### src/rtl/mem_arb_pkg.sv
// Shared definitions for the unified-memory arbiter.
//   state_e : sequencer states (IDLE, ISSUE, WAIT)
//   owner_e : requester identity (OWN_IF = fetch path, OWN_D = data path)
//   CNT_W   : width of the read-latency down-counter
package mem_arb_pkg;

    typedef enum logic [1:0] {
        ST_IDLE  = 2'd0,
        ST_ISSUE = 2'd1,
        ST_WAIT  = 2'd2
    } state_e;

    typedef enum logic {
        OWN_IF = 1'b0,
        OWN_D  = 1'b1
    } owner_e;

    localparam int CNT_W = 3;

endpackage

### src/rtl/mem_arbiter_rr_arb2.sv
// Two-input round-robin selector (purely combinational).
//   req_i        : request vector, bit 0 = fetch, bit 1 = data
//   last_owner_i : requester that received the previous grant
//   enable_i     : arbitration allowed this cycle
//   gnt_o        : one-hot grant, all zero when disabled or idle
//   winner_o     : selected requester (meaningful only when gnt_o != 0)
module rr_arb2
    import mem_arb_pkg::*;
(
    input  logic [1:0] req_i,
    input  owner_e     last_owner_i,
    input  logic       enable_i,
    output logic [1:0] gnt_o,
    output owner_e     winner_o
);

    always_comb begin
        winner_o = OWN_IF;
        gnt_o    = 2'b00;
        // Under contention the side that did not win last time goes next.
        if (req_i == 2'b11) begin
            winner_o = (last_owner_i == OWN_IF) ? OWN_D : OWN_IF;
        end else if (req_i[1]) begin
            winner_o = OWN_D;
        end
        if (enable_i && (|req_i)) begin
            gnt_o = (winner_o == OWN_D) ? 2'b10 : 2'b01;
        end
    end

endmodule

### src/rtl/mem_arbiter.sv
// Arbiter and sequencer for a single-ported memory shared by instruction
// fetch (IF) and load/store (D). One access in flight at a time; requesters
// are granted round-robin; read data is returned to the owner with a
// one-cycle valid pulse LAT cycles after the memory strobe.
//   clk, rst           : clock, asynchronous active-low reset
//   if_req/addr/gnt    : fetch request handshake (gnt is a combinational pulse)
//   if_rvalid/rdata    : fetch read response
//   d_req/we/addr/wdata: data request; d_gnt combinational pulse
//   d_rvalid/rdata     : data read response (never for writes)
//   mem_*              : memory strobe, write enable, address, write data, read data
//   busy               : sequencer not idle
module mem_arbiter
    import mem_arb_pkg::*;
#(
    parameter int AW  = 16,
    parameter int DW  = 16,
    parameter int LAT = 2
) (
    input  logic          clk,
    input  logic          rst,
    input  logic          if_req,
    input  logic [AW-1:0] if_addr,
    output logic          if_gnt,
    output logic          if_rvalid,
    output logic [DW-1:0] if_rdata,
    input  logic          d_req,
    input  logic          d_we,
    input  logic [AW-1:0] d_addr,
    input  logic [DW-1:0] d_wdata,
    output logic          d_gnt,
    output logic          d_rvalid,
    output logic [DW-1:0] d_rdata,
    output logic          mem_en,
    output logic          mem_we,
    output logic [AW-1:0] mem_addr,
    output logic [DW-1:0] mem_wdata,
    input  logic [DW-1:0] mem_rdata,
    output logic          busy
);

    generate
        if (LAT < 1 || LAT > 7) begin : g_lat_range_err
            $error("mem_arbiter: LAT must be in 1..7");
        end
    endgenerate

    state_e           state_q, state_d;
    logic [CNT_W-1:0] cnt_q, cnt_d;
    // last_q doubles as the owner of the access in flight: it is updated on
    // every grant, so it always names the requester of the latched command.
    owner_e           last_q, last_d;
    logic             we_q, we_d;
    logic [AW-1:0]    addr_q, addr_d;
    logic [DW-1:0]    wdata_q, wdata_d;

    logic             rsp_cycle;
    logic             grant_cap;
    logic [1:0]       gnt;
    owner_e           winner;

    assign rsp_cycle = (state_q == ST_WAIT) && (cnt_q == '0);
    // Grants are suppressed while reset is held so no handshake completes.
    assign grant_cap = rst && ((state_q == ST_IDLE) || rsp_cycle);

    rr_arb2 u_rr (
        .req_i        ({d_req, if_req}),
        .last_owner_i (last_q),
        .enable_i     (grant_cap),
        .gnt_o        (gnt),
        .winner_o     (winner)
    );

    assign if_gnt = gnt[0];
    assign d_gnt  = gnt[1];
    assign busy   = (state_q != ST_IDLE);

    always_comb begin
        state_d   = state_q;
        cnt_d     = cnt_q;
        last_d    = last_q;
        we_d      = we_q;
        addr_d    = addr_q;
        wdata_d   = wdata_q;
        mem_en    = 1'b0;
        mem_we    = 1'b0;
        mem_addr  = '0;
        mem_wdata = '0;
        if_rvalid = 1'b0;
        if_rdata  = '0;
        d_rvalid  = 1'b0;
        d_rdata   = '0;

        case (state_q)
            ST_ISSUE: begin
                mem_en    = 1'b1;
                mem_we    = we_q;
                mem_addr  = addr_q;
                mem_wdata = wdata_q;
                if (we_q) begin
                    state_d = ST_IDLE;
                end else begin
                    state_d = ST_WAIT;
                    cnt_d   = CNT_W'(LAT - 1);
                end
            end
            ST_WAIT: begin
                if (cnt_q != '0) begin
                    cnt_d = cnt_q - CNT_W'(1);
                end else begin
                    state_d = ST_IDLE;
                    if (last_q == OWN_IF) begin
                        if_rvalid = 1'b1;
                        if_rdata  = mem_rdata;
                    end else begin
                        d_rvalid = 1'b1;
                        d_rdata  = mem_rdata;
                    end
                end
            end
            default: state_d = ST_IDLE;
        endcase

        // A grant overrides the IDLE fall-through of the response cycle.
        if (|gnt) begin
            state_d = ST_ISSUE;
            last_d  = winner;
            if (winner == OWN_D) begin
                we_d    = d_we;
                addr_d  = d_addr;
                wdata_d = d_we ? d_wdata : '0;
            end else begin
                we_d    = 1'b0;
                addr_d  = if_addr;
                wdata_d = '0;
            end
        end
    end

    always_ff @(posedge clk or negedge rst) begin
        if (!rst) begin
            state_q <= ST_IDLE;
            cnt_q   <= '0;
            last_q  <= OWN_IF;
            we_q    <= 1'b0;
            addr_q  <= '0;
            wdata_q <= '0;
        end else begin
            state_q <= state_d;
            cnt_q   <= cnt_d;
            last_q  <= last_d;
            we_q    <= we_d;
            addr_q  <= addr_d;
            wdata_q <= wdata_d;
        end
    end

endmodule
### config.mk
export PLATFORM = sky130hd
export DESIGN_NAME = mem_arbiter
export DESIGN_NICKNAME = d
export VERILOG_FILES = /design/src/rtl/mem_arb_pkg.sv /design/src/rtl/mem_arbiter_rr_arb2.sv /design/src/rtl/mem_arbiter.sv
export SDC_FILE = /design/constraint.sdc
export NUM_CORES = 1
export LEC_CHECK = 0
export ABC_CLOCK_PERIOD_IN_PS = 4600
export CORE_AREA = 5 5 81 113
export CTS_BUF_LIST = sky130_fd_sc_hd__clkbuf_8
export CTS_CLUSTER_SIZE = 14
export DETAILED_ROUTE_END_ITERATION = 7
export DIE_AREA = 0 0 86 118
export PLACE_DENSITY = 0.65
export SLEW_MARGIN = 20
export SYNTH_ARGS = -nofsm -noshare
export SYNTH_HDL_FRONTEND = slang
export SYNTH_SLANG_ARGS = --single-unit
export TNS_END_PERCENT = 20
### constraint.sdc
create_clock -name clk -period 4.6 [get_ports clk]
set_clock_uncertainty 0.2 [all_clocks]
set_input_delay 0.92 -clock clk [delete_from_list [all_inputs] [get_ports clk]]
set_output_delay 0.92 -clock clk [all_outputs]
set_load 0.02 [all_outputs]
==> flow_summary_export.csv, run 1 <==
group,metric,value,unit
place,dp.cells,444,
power_and_ir_drop,clockPowerShare,16.7,%
route,drt_wl_total,6.80,mm
cells_and_area,layout.cells.non_filler,452,
die,ios,140,
setup_path,required,3480,ps
synthesis,ys_warn_count,0,
route,routedWlPerCell,15.1,µm
clocking,cts_resized,0,
global_routing,grt_pass1_vias,2212,
route,via_per_inst,4.58,
flow_run,cap_viol_max_count,0,
setup_path,cp_max_fo,3,
die,rows,39,
power_and_ir_drop,finalPower,1500,µW
die,core_area,0.00805,mm²
die,chipWidth,86,µm
cells_and_area,final_cell_mix,"clkdlybuf4s50_1 (138), and2_1 (65), mux2_2 (49)",
clocking,clk_pin_slew,70,ps
die,fp.dieArea,0.0101,mm²
global_routing,track_usage,13.2,%
place,finalWeightedCongestion,0.808,
timing,fmax,0.264,GHz
setup_path,start_kind,"primary input",
place,dp_slack,810,ps
power_and_ir_drop,internal-power,993,µW
place,numPortBuffers,139,
timing,finalHoldViolCount,0,
power_and_ir_drop,p_switching,505,µW
timing,rsz0062_at_grt,"no",
synthesis,yosysTopAreaCell,"dfrtp_1",
synthesis,synth-seq-cells,39,
timing,period_minus_slack,3790,ps
worst_hold_path,hold_class,"flop to flop",
synthesis,synth.top_cell.area_share,41.8,%
timing,worst_pin_slew,693,ps
route,drtPass1Iterations,3,
clocking,postCtsSetupBuffers,0,
cells_and_area,drive_above_1_share,18.9,%
cells_and_area,syn_to_final_growth,67.2,%
timing,setup_tns,0,ps
die,chipHeight,118,µm
timing,hold_slack,256,ps
clocking,cts-root-buf,"clkbuf_8",
cells_and_area,final_common_cell,"clkdlybuf4s50_1",
synthesis,seq_area_frac_synth,41.8,%
route,drc,0,
setup_path,critical_path_class,"primary input to primary output",
synthesis,ys_types,26,
timing,relSlewSlack,53.7,%
die,initial_utilization,29.0,%
timing,slew_violations,0,
synthesis,yosys-top-cells-area,"dfrtp_1 (42%), mux2_2 (24%), and2_1 (17%)",
power_and_ir_drop,power_frac_seq,36.2,%
clocking,clock_sinks,39,
cells_and_area,n_fill_cell,775,
clocking,cts_tree,"yes",
cells_and_area,diodes,0,
timing,setup_ws,810,ps
clocking,htree_levels,2,
run_status,status,"finished clean",
synthesis,synth_fp_nets,285,
synthesis,netlist_area,0.00234,mm²
clocking,clk_path_buf_depth,2,
route,ant_nets,0,
cells_and_area,fin_nets,420,
route,vias,2070,
power_and_ir_drop,leakagePower,0.00167,µW
global_routing,antenna_found_initial,0,
clocking,clk-insertion-delay-late,280,ps
setup_path,cp_data_arrival_time,2670,ps
global_routing,grt_overflow,0,
clocking,cts_buffers,5,
place,hpwlAfterDp,5.23,mm
clocking,cts_hold_buffers,0,
global_routing,grt_max_degree,40,
setup_path,end_kind,"primary output",
timing,post-route-period-util,82.4,%
timing,setup_viol,0,
synthesis,netlist_instances,214,
route,initialDrtViolationCount,52,
power_and_ir_drop,cellPowerDensity,383,mW/mm²
power_and_ir_drop,vdd_ir_drop_max,0.189,mV
power_and_ir_drop,p_comb_share,47.1,%
power_and_ir_drop,p_sw_share,33.7,%
synthesis,avgSynthCellArea,10.9,µm²
global_routing,grt_pass1_wl,10.7,mm
power by group through the flow:
stage / sequential [µW] / clock (µW) / combinational, µW
6_report: 542 / 251 / 706
5_1_grt: 561 / 276 / 770
4_1_cts: 544 / 263 / 721
3_5_place_dp: 550 / 0 / 719
3_3_place_gp: 545 / 0 / 710
2_1_floorplan: 520 / 0 / 459
worst max-delay path, stage by stage:
cell             delay [ps]
clkdlybuf4s50_1         540
o21ai_1                 130
a211oi_4                290
nor2b_1                 180
clkdlybuf4s50_1         610
final cells by class:
cell class	instances	area, µm²	area share, %
Clock buffer	7	96.3	2.47
Clock inverter	1	3.75	0.0961
Inverter	5	18.8	0.480
Multi-Input combinational cell	155	1270	32.4
Sequential cell	39	976	25.0
Tap cell	102	128	3.27
Timing Repair Buffer	143	1420	36.3
cell families (layout without fill, tap and decap cells):
group           after synthesis  after routing  share of synthesized area (%)
flops                        39             39                           41.8
fa+ha+maj                     2              2                           1.07
simple gates                 95             95                           25.5
mux                          50             50                           24.0
buf+inv                      20            156                           4.39
compound gates                8              8                           3.16
path summary, 6_finish.rpt:
path / cells past startpoint / startpoint / to / slack (ps)
worst max-delay path: 5 / if_req / if_gnt / 810
worst min-delay path: 1 / cnt_q[0] / cnt_q[0] / 260
worst max register to register: 6 / cnt_q[0] / addr_q[10] / 2280
worst min register to register: 1 / cnt_q[0] / cnt_q[0] / 260
max in group asynchronous: 2 / rst / wdata_q[13] / 3320
min in group asynchronous: 2 / rst / last_q / 540
state kept, by name, indices dropped and copies added (netlist names):
name / flops
cnt_q: 3
wdata_q: 16
last_q: 1
state_q: 2
addr_q: 16
we_q: 1
through the flow:
stage          util (%)  cell area, µm²
6_report           48.5            3910
3_3_place_gp       47.3            3810
4_1_cts            48.5            3910
3_5_place_dp       47.3            3810
5_1_grt            48.5            3910
2_1_floorplan         -            2340
synthesized netlist by cell type:
master and number:
dfrtp_1 39, a31oi_1 2, nor2b_1 1, ha_1 2
a21boi_2 1, or2_2 1, clkbuf_1 8, nor3_1 1
nor2_1 3, nand2b_4 1, buf_6 3, and2_1 65
inv_1 5, a22o_1 1, and3_1 17, a211oi_4 1
o21ai_1 1, mux2_2 49, nand2_1 1, buf_2 4
mux2i_1 1, nand3_1 1, o21bai_1 1, nor3b_1 2
o2bb2ai_1 1, and3b_1 2
metal layers:
metal	track usage [%]	vias up	routed length (µm)
met4	2.97	0	45
met1	13.8	970	2630
li1	-	989	-
met5	0	-	0
met3	4.41	4	697
met2	24.7	107	3430
Note: power is estimated with default switching activity, not from simulation.
==> run 2: changes to the inputs <==
- ABC_CLOCK_PERIOD_IN_PS: 4600 -> 3840
- clock period: 4.6 -> 3.84 ns (I/O delays scaled with it)
==> run 2 against run 1 <==
Compared with the run above: clock power is 2% lower; critical path type unchanged; critical endpoint unchanged; setup slack worse by 450 ps; register-to-register slack worse by 770 ps; sequential power is 19% higher; cell area is 0.70% lower; clock-buffer cell count is 2 lower.
==> flow_summary_export.csv, run 2 (synthesis results as in run 1) <==
group,metric,value,unit
run_status,status,"finished clean",
power_and_ir_drop,leakagePower,0.00166,µW
place,numPortBuffers,139,
route,drtPass1Iterations,4,
global_routing,track_usage,13.0,%
timing,finalHoldViolCount,0,
route,wl_met3,590,µm
global_routing,antenna_found_initial,1,
setup_path,r2r_cells,6,
clocking,clk_path_buf_depth,2,
power_and_ir_drop,vdd_ir_drop_max,0.212,mV
clocking,clk_pin_slew,70,ps
clocking,cts_buffers,5,
timing,slew_violations,0,
cells_and_area,fin_nets,420,
power_and_ir_drop,p_switching,594,µW
cells_and_area,multiInputGateArea,0.00127,mm²
timing,worst_pin_slew,513,ps
timing,fmax,0.288,GHz
route,routed.top_layer,"met5",
setup_path,cp_data_arrival_time,2510,ps
cells_and_area,final_common_cell,"clkdlybuf4s50_1",
power_and_ir_drop,p_comb_share,48.6,%
global_routing,grt_pass1_vias,2122,
route,drc,0,
clocking,cts_tree,"yes",
cells_and_area,final_util,48.2,%
cells_and_area,drive_above_1_share,18.4,%
setup_path,required,2870,ps
clocking,htree_levels,2,
power_and_ir_drop,cellPowerDensity,449,mW/mm²
place,hpwlAfterDp,5.14,mm
global_routing,grt_max_degree,40,
flow_run,cap_viol_max_count,0,
worst_hold_path,min_delay_path_depth,1,
timing,setup_tns,0,ps
global_routing,grt_pass1_wl,10.7,mm
cells_and_area,final-seq-area,976,µm²
clocking,cts-root-buf,"clkbuf_8",
cells_and_area,syn_to_final_growth,66.0,%
timing,post-route-period-util,90.6,%
clocking,clk-insertion-delay-late,270,ps
setup_path,end_kind,"primary output",
setup_path,critical_path_class,"primary input to primary output",
cells_and_area,reg.largest.list,"addr_q (16), wdata_q (16), cnt_q (3)",
die,initial_utilization,29.0,%
setup_path,cp_max_fo,3,
route,routedWlPerCell,14.7,µm
die,core_area,0.00805,mm²
setup_path,regToRegEndpoint,"addr_q[11]",
setup_path,start_kind,"primary input",
power_and_ir_drop,internal-power,1150,µW
cells_and_area,final_cell_mix,"clkdlybuf4s50_1 (138), and2_1 (65), mux2_2 (49)",
route,wl_met2,3.33,mm
worst_hold_path,min_to,"cnt_q[0]",
timing,relSlewSlack,65.7,%
route,drt_wl_total,6.63,mm
die,ios,140,
global_routing,grt_overflow,0,
route,ant_nets,0,
power_and_ir_drop,clockPowerShare,14.2,%
power_and_ir_drop,power_frac_seq,37.2,%
timing,period_minus_slack,3480,ps
route,drt-met1-wl,2.66,mm
clocking,postCtsSetupBuffers,0,
timing,rsz0062_at_grt,"no",
power_and_ir_drop,p_sw_share,34.1,%
die,fp.dieArea,0.0101,mm²
worst_hold_path,hold_class,"flop to flop",
route,vias,2057,
clocking,cts_resized,0,
place,finalWeightedCongestion,0.803,
die,rows,39,
setup_path,worst_r2r_startpoint,"cnt_q[0]",
die,chipHeight,118,µm
die,chipWidth,86,µm
clocking,cts_hold_buffers,0,
power_and_ir_drop,finalPower,1740,µW
setup_path,reg2reg_slack,1510,ps
route,via_per_inst,4.57,
cells_and_area,diodes,0,
clocking,clock_sinks,39,
route,initialDrtViolationCount,52,
worst_hold_path,worstHoldStart,"cnt_q[0]",
cells_and_area,n_fill_cell,751,
timing,setup_viol,0,
-- run 2: layout make-up --
cell class	count	share of cell area, %
Clock buffer	5	1.77
Clock inverter	1	0.0968
Inverter	5	0.484
Multi-Input combinational cell	155	32.7
Sequential cell	39	25.2
Tap cell	102	3.29
Timing Repair Buffer	143	36.5
-- run 2: how the worst max path moves through the flow --
| stage | to | startpoint | slack [ps] | depth (start not counted) |
|---|---|---|---|---|
| finish | if_gnt | if_req | 360 | 5 |
| floorplan | if_gnt | if_req | 1020 | 4 |
| global placement | if_gnt | if_req | 340 | 5 |
| detailed placement | if_gnt | if_req | 350 | 5 |
| global route | d_gnt | if_req | 290 | 5 |
| CTS | if_gnt | if_req | 350 | 5 |
-- run 2: power groups by stage --
stage	registers, µW	clock network (µW)	logic, µW
6_report	647	246	847
5_1_grt	672	278	918
3_5_place_dp	659	0	859
4_1_cts	650	260	862
3_3_place_gp	653	0	852
2_1_floorplan	623	0	549
-- run 2: per-stage QoR --
step                      instances  hold slack, ps  setup slack, ps  instance area, µm²
final                           450             258              362                3880
after global routing            450             294              293                3880
after CTS                       450             261              349                3880
after detailed placement        444             255              349                3810
after global placement          444             246              343                3810
after floorplan                 214             232             1020                2340
-- run 2: critical path, cell delays in order --
cell and delay [ps]:
clkdlybuf4s50_1 530, o21ai_1 130, a211oi_4 300, nor2b_1 170, clkdlybuf4s50_1 610
-- run 2: per-layer routing --
metal | vias up | GRT usage, %
met5 | - | 0
met4 | 2 | 2.97
met3 | 6 | 3.71
met2 | 106 | 23.6
met1 | 961 | 14.8
li1 | 982 | -
==> run 3: changes to the inputs <==
- CTS_BUF_LIST: sky130_fd_sc_hd__clkbuf_8 -> sky130_fd_sc_hd__clkbuf_4
==> run 3 against run 2 <==
Compared with the run above: non-clock buffer count stayed put; clock power is 21% lower; register-to-register slack hardly changed; utilization is 0.34 points lower; die area stayed put; first-iteration DRC count is 25% lower; maximum frequency hardly changed; setup slack better by 1.5 ps; sequential share of layout area is 0.18 points higher; global-route usage hardly changed; combinational power hardly changed; critical path depth stayed put; critical path type unchanged; critical endpoint unchanged; largest power group unchanged.
==> flow_summary_export.csv, run 3 (synthesis results as in run 1) <==
group,metric,value,unit
timing,period_minus_slack,3480,ps
global_routing,use_met3,3.71,%
setup_path,worst-path-stages,5,
die,rows,39,
clocking,clk_path_buf_depth,2,
place,finalWeightedCongestion,0.803,
flow_run,cap_viol_max_count,0,
route,drtPass1Iterations,4,
route,drc,0,
route,initialDrtViolationCount,39,
setup_path,crit_path_end,"if_gnt",
route,vias,2053,
die,chipHeight,118,µm
route,drt_wl_total,6.64,mm
power_and_ir_drop,p_switching,587,µW
clocking,clk_pin_slew,100,ps
power_and_ir_drop,cellPowerDensity,438,mW/mm²
setup_path,cpLargestDelayFamily,"buffers and inverters",
global_routing,grt_pass1_wl,10.7,mm
clocking,htree_levels,2,
cells_and_area,final_cell_mix,"clkdlybuf4s50_1 (138), and2_1 (65), mux2_2 (49)",
clocking,clk-insertion-delay-late,320,ps
setup_path,start_kind,"primary input",
cells_and_area,fin_nets,420,
timing,rsz0062_at_grt,"no",
cells_and_area,final_util,47.8,%
worst_hold_path,hold_class,"flop to flop",
power_and_ir_drop,p_sw_share,34.8,%
clocking,cts_resized,0,
cells_and_area,diodes,0,
timing,fmax,0.288,GHz
setup_path,critPathBufInv,2,
timing,setup_tns,0,ps
timing,worst_pin_slew,540,ps
power_and_ir_drop,p_comb_share,50.2,%
setup_path,regToRegEndpoint,"addr_q[15]",
cells_and_area,layout.cells.non_filler,450,
clocking,cts_tree,"yes",
global_routing,met2_usage,23.6,%
cells_and_area,final_common_cell,"clkdlybuf4s50_1",
global_routing,antenna_found_initial,1,
setup_path,critPathSlowestCell,"clkdlybuf4s50_1",
global_routing,met1_usage,14.8,%
die,initial_utilization,29.0,%
setup_path,reg2reg_slack,1510,ps
power_and_ir_drop,clockPowerShare,11.5,%
power_and_ir_drop,power_frac_seq,38.3,%
cells_and_area,drive_above_1_share,18.7,%
timing,relSlewSlack,63.9,%
global_routing,grt_max_degree,40,
global_routing,busiest_layer,"met2",
setup_path,critical_path_class,"primary input to primary output",
cells_and_area,syn_to_final_growth,64.9,%
setup_path,path_cells,"clkdlybuf4s50_1 > o21ai_1 > a211oi_4 > nor2b_1 > clkdlybuf4s50_1",
place,hpwlAfterDp,5.14,mm
place,dp.cells,444,
setup_path,end_kind,"primary output",
setup_path,cpPeakStageDelay,610,ps
timing,setup_viol,0,
die,core_area,0.00805,mm²
route,via_per_inst,4.56,
power_and_ir_drop,vdd_ir_drop_max,0.212,mV
setup_path,critPathLaunch,"if_req",
clocking,cts_buffers,5,
route,routedWlPerCell,14.8,µm
clocking,clock_sinks,39,
route,ant_nets,0,
global_routing,grt_overflow,0,
cells_and_area,reg.largest.list,"addr_q (16), wdata_q (16), cnt_q (3)",
run_status,status,"finished clean",
clocking,postCtsSetupBuffers,0,
setup_path,cpMostUsedCell,"clkdlybuf4s50_1",
die,ios,140,
timing,finalHoldViolCount,0,
global_routing,grt_pass1_vias,2125,
clocking,cts_hold_buffers,0,
clocking,cts-root-buf,"clkbuf_4",
power_and_ir_drop,leakagePower,0.00164,µW
setup_path,cp_max_fo,3,
place,numPortBuffers,139,
timing,slew_violations,0,
timing,post-route-period-util,90.5,%
global_routing,track_usage,13.1,%
die,chipWidth,86,µm
setup_path,worst_r2r_startpoint,"cnt_q[0]",
setup_path,cp_data_arrival_time,2510,ps
power_and_ir_drop,internal-power,1100,µW
die,fp.dieArea,0.0101,mm²
setup_path,required,2870,ps
setup_path,r2r_cells,6,
==> run 3: layout make-up <==
cell class	instances	area (µm²)
fill	754	4200
timing repair buffer	143	1420
multi-input combinational	155	1270
sequential	39	976
tap	102	128
clock buffer	6	45.0
inverter	5	18.8
==> run 3: worst min-delay path by stage <==
stage | end | cells past startpoint | slack (ps) | start
2_1_floorplan | cnt_q[0] | 1 | 230 | cnt_q[0]
3_3_place_gp | cnt_q[0] | 1 | 250 | cnt_q[0]
3_5_place_dp | cnt_q[0] | 1 | 250 | cnt_q[0]
4_1_cts | cnt_q[0] | 1 | 270 | cnt_q[0]
5_1_grt | cnt_q[0] | 1 | 300 | cnt_q[0]
6_report | cnt_q[0] | 1 | 260 | cnt_q[0]
==> run 3: routing by layer <==
metal / vias to the layer above / part of all wire (%)
met1: 952 / 40
li1: 982 / -
met4: 2 / 1.2
met2: 107 / 50
met5: - / 0.30
met3: 10 / 8.9
==> run 3: through the flow <==
| step | setup WS [ps] | total power (µW) | area [µm²] | hold slack (ps) |
|---|---|---|---|---|
| finish | 364 | 1690 | 3850 | 261 |
| global route | 229 | 1810 | 3850 | 300 |
| CTS | 349 | 1720 | 3850 | 267 |
| detailed placement | 349 | 1520 | 3810 | 255 |
| global placement | 343 | 1500 | 3810 | 246 |
| floorplan | 1020 | 1170 | 2340 | 232 |
==> run 3: power groups by stage <==
stage          registers [µW]  logic [µW]  clock network (µW)
5_1_grt                   671         918                 225
3_3_place_gp              653         852                   0
6_report                  646         846                 195
4_1_cts                   649         862                 209
3_5_place_dp              659         859                   0
2_1_floorplan             623         549                   0
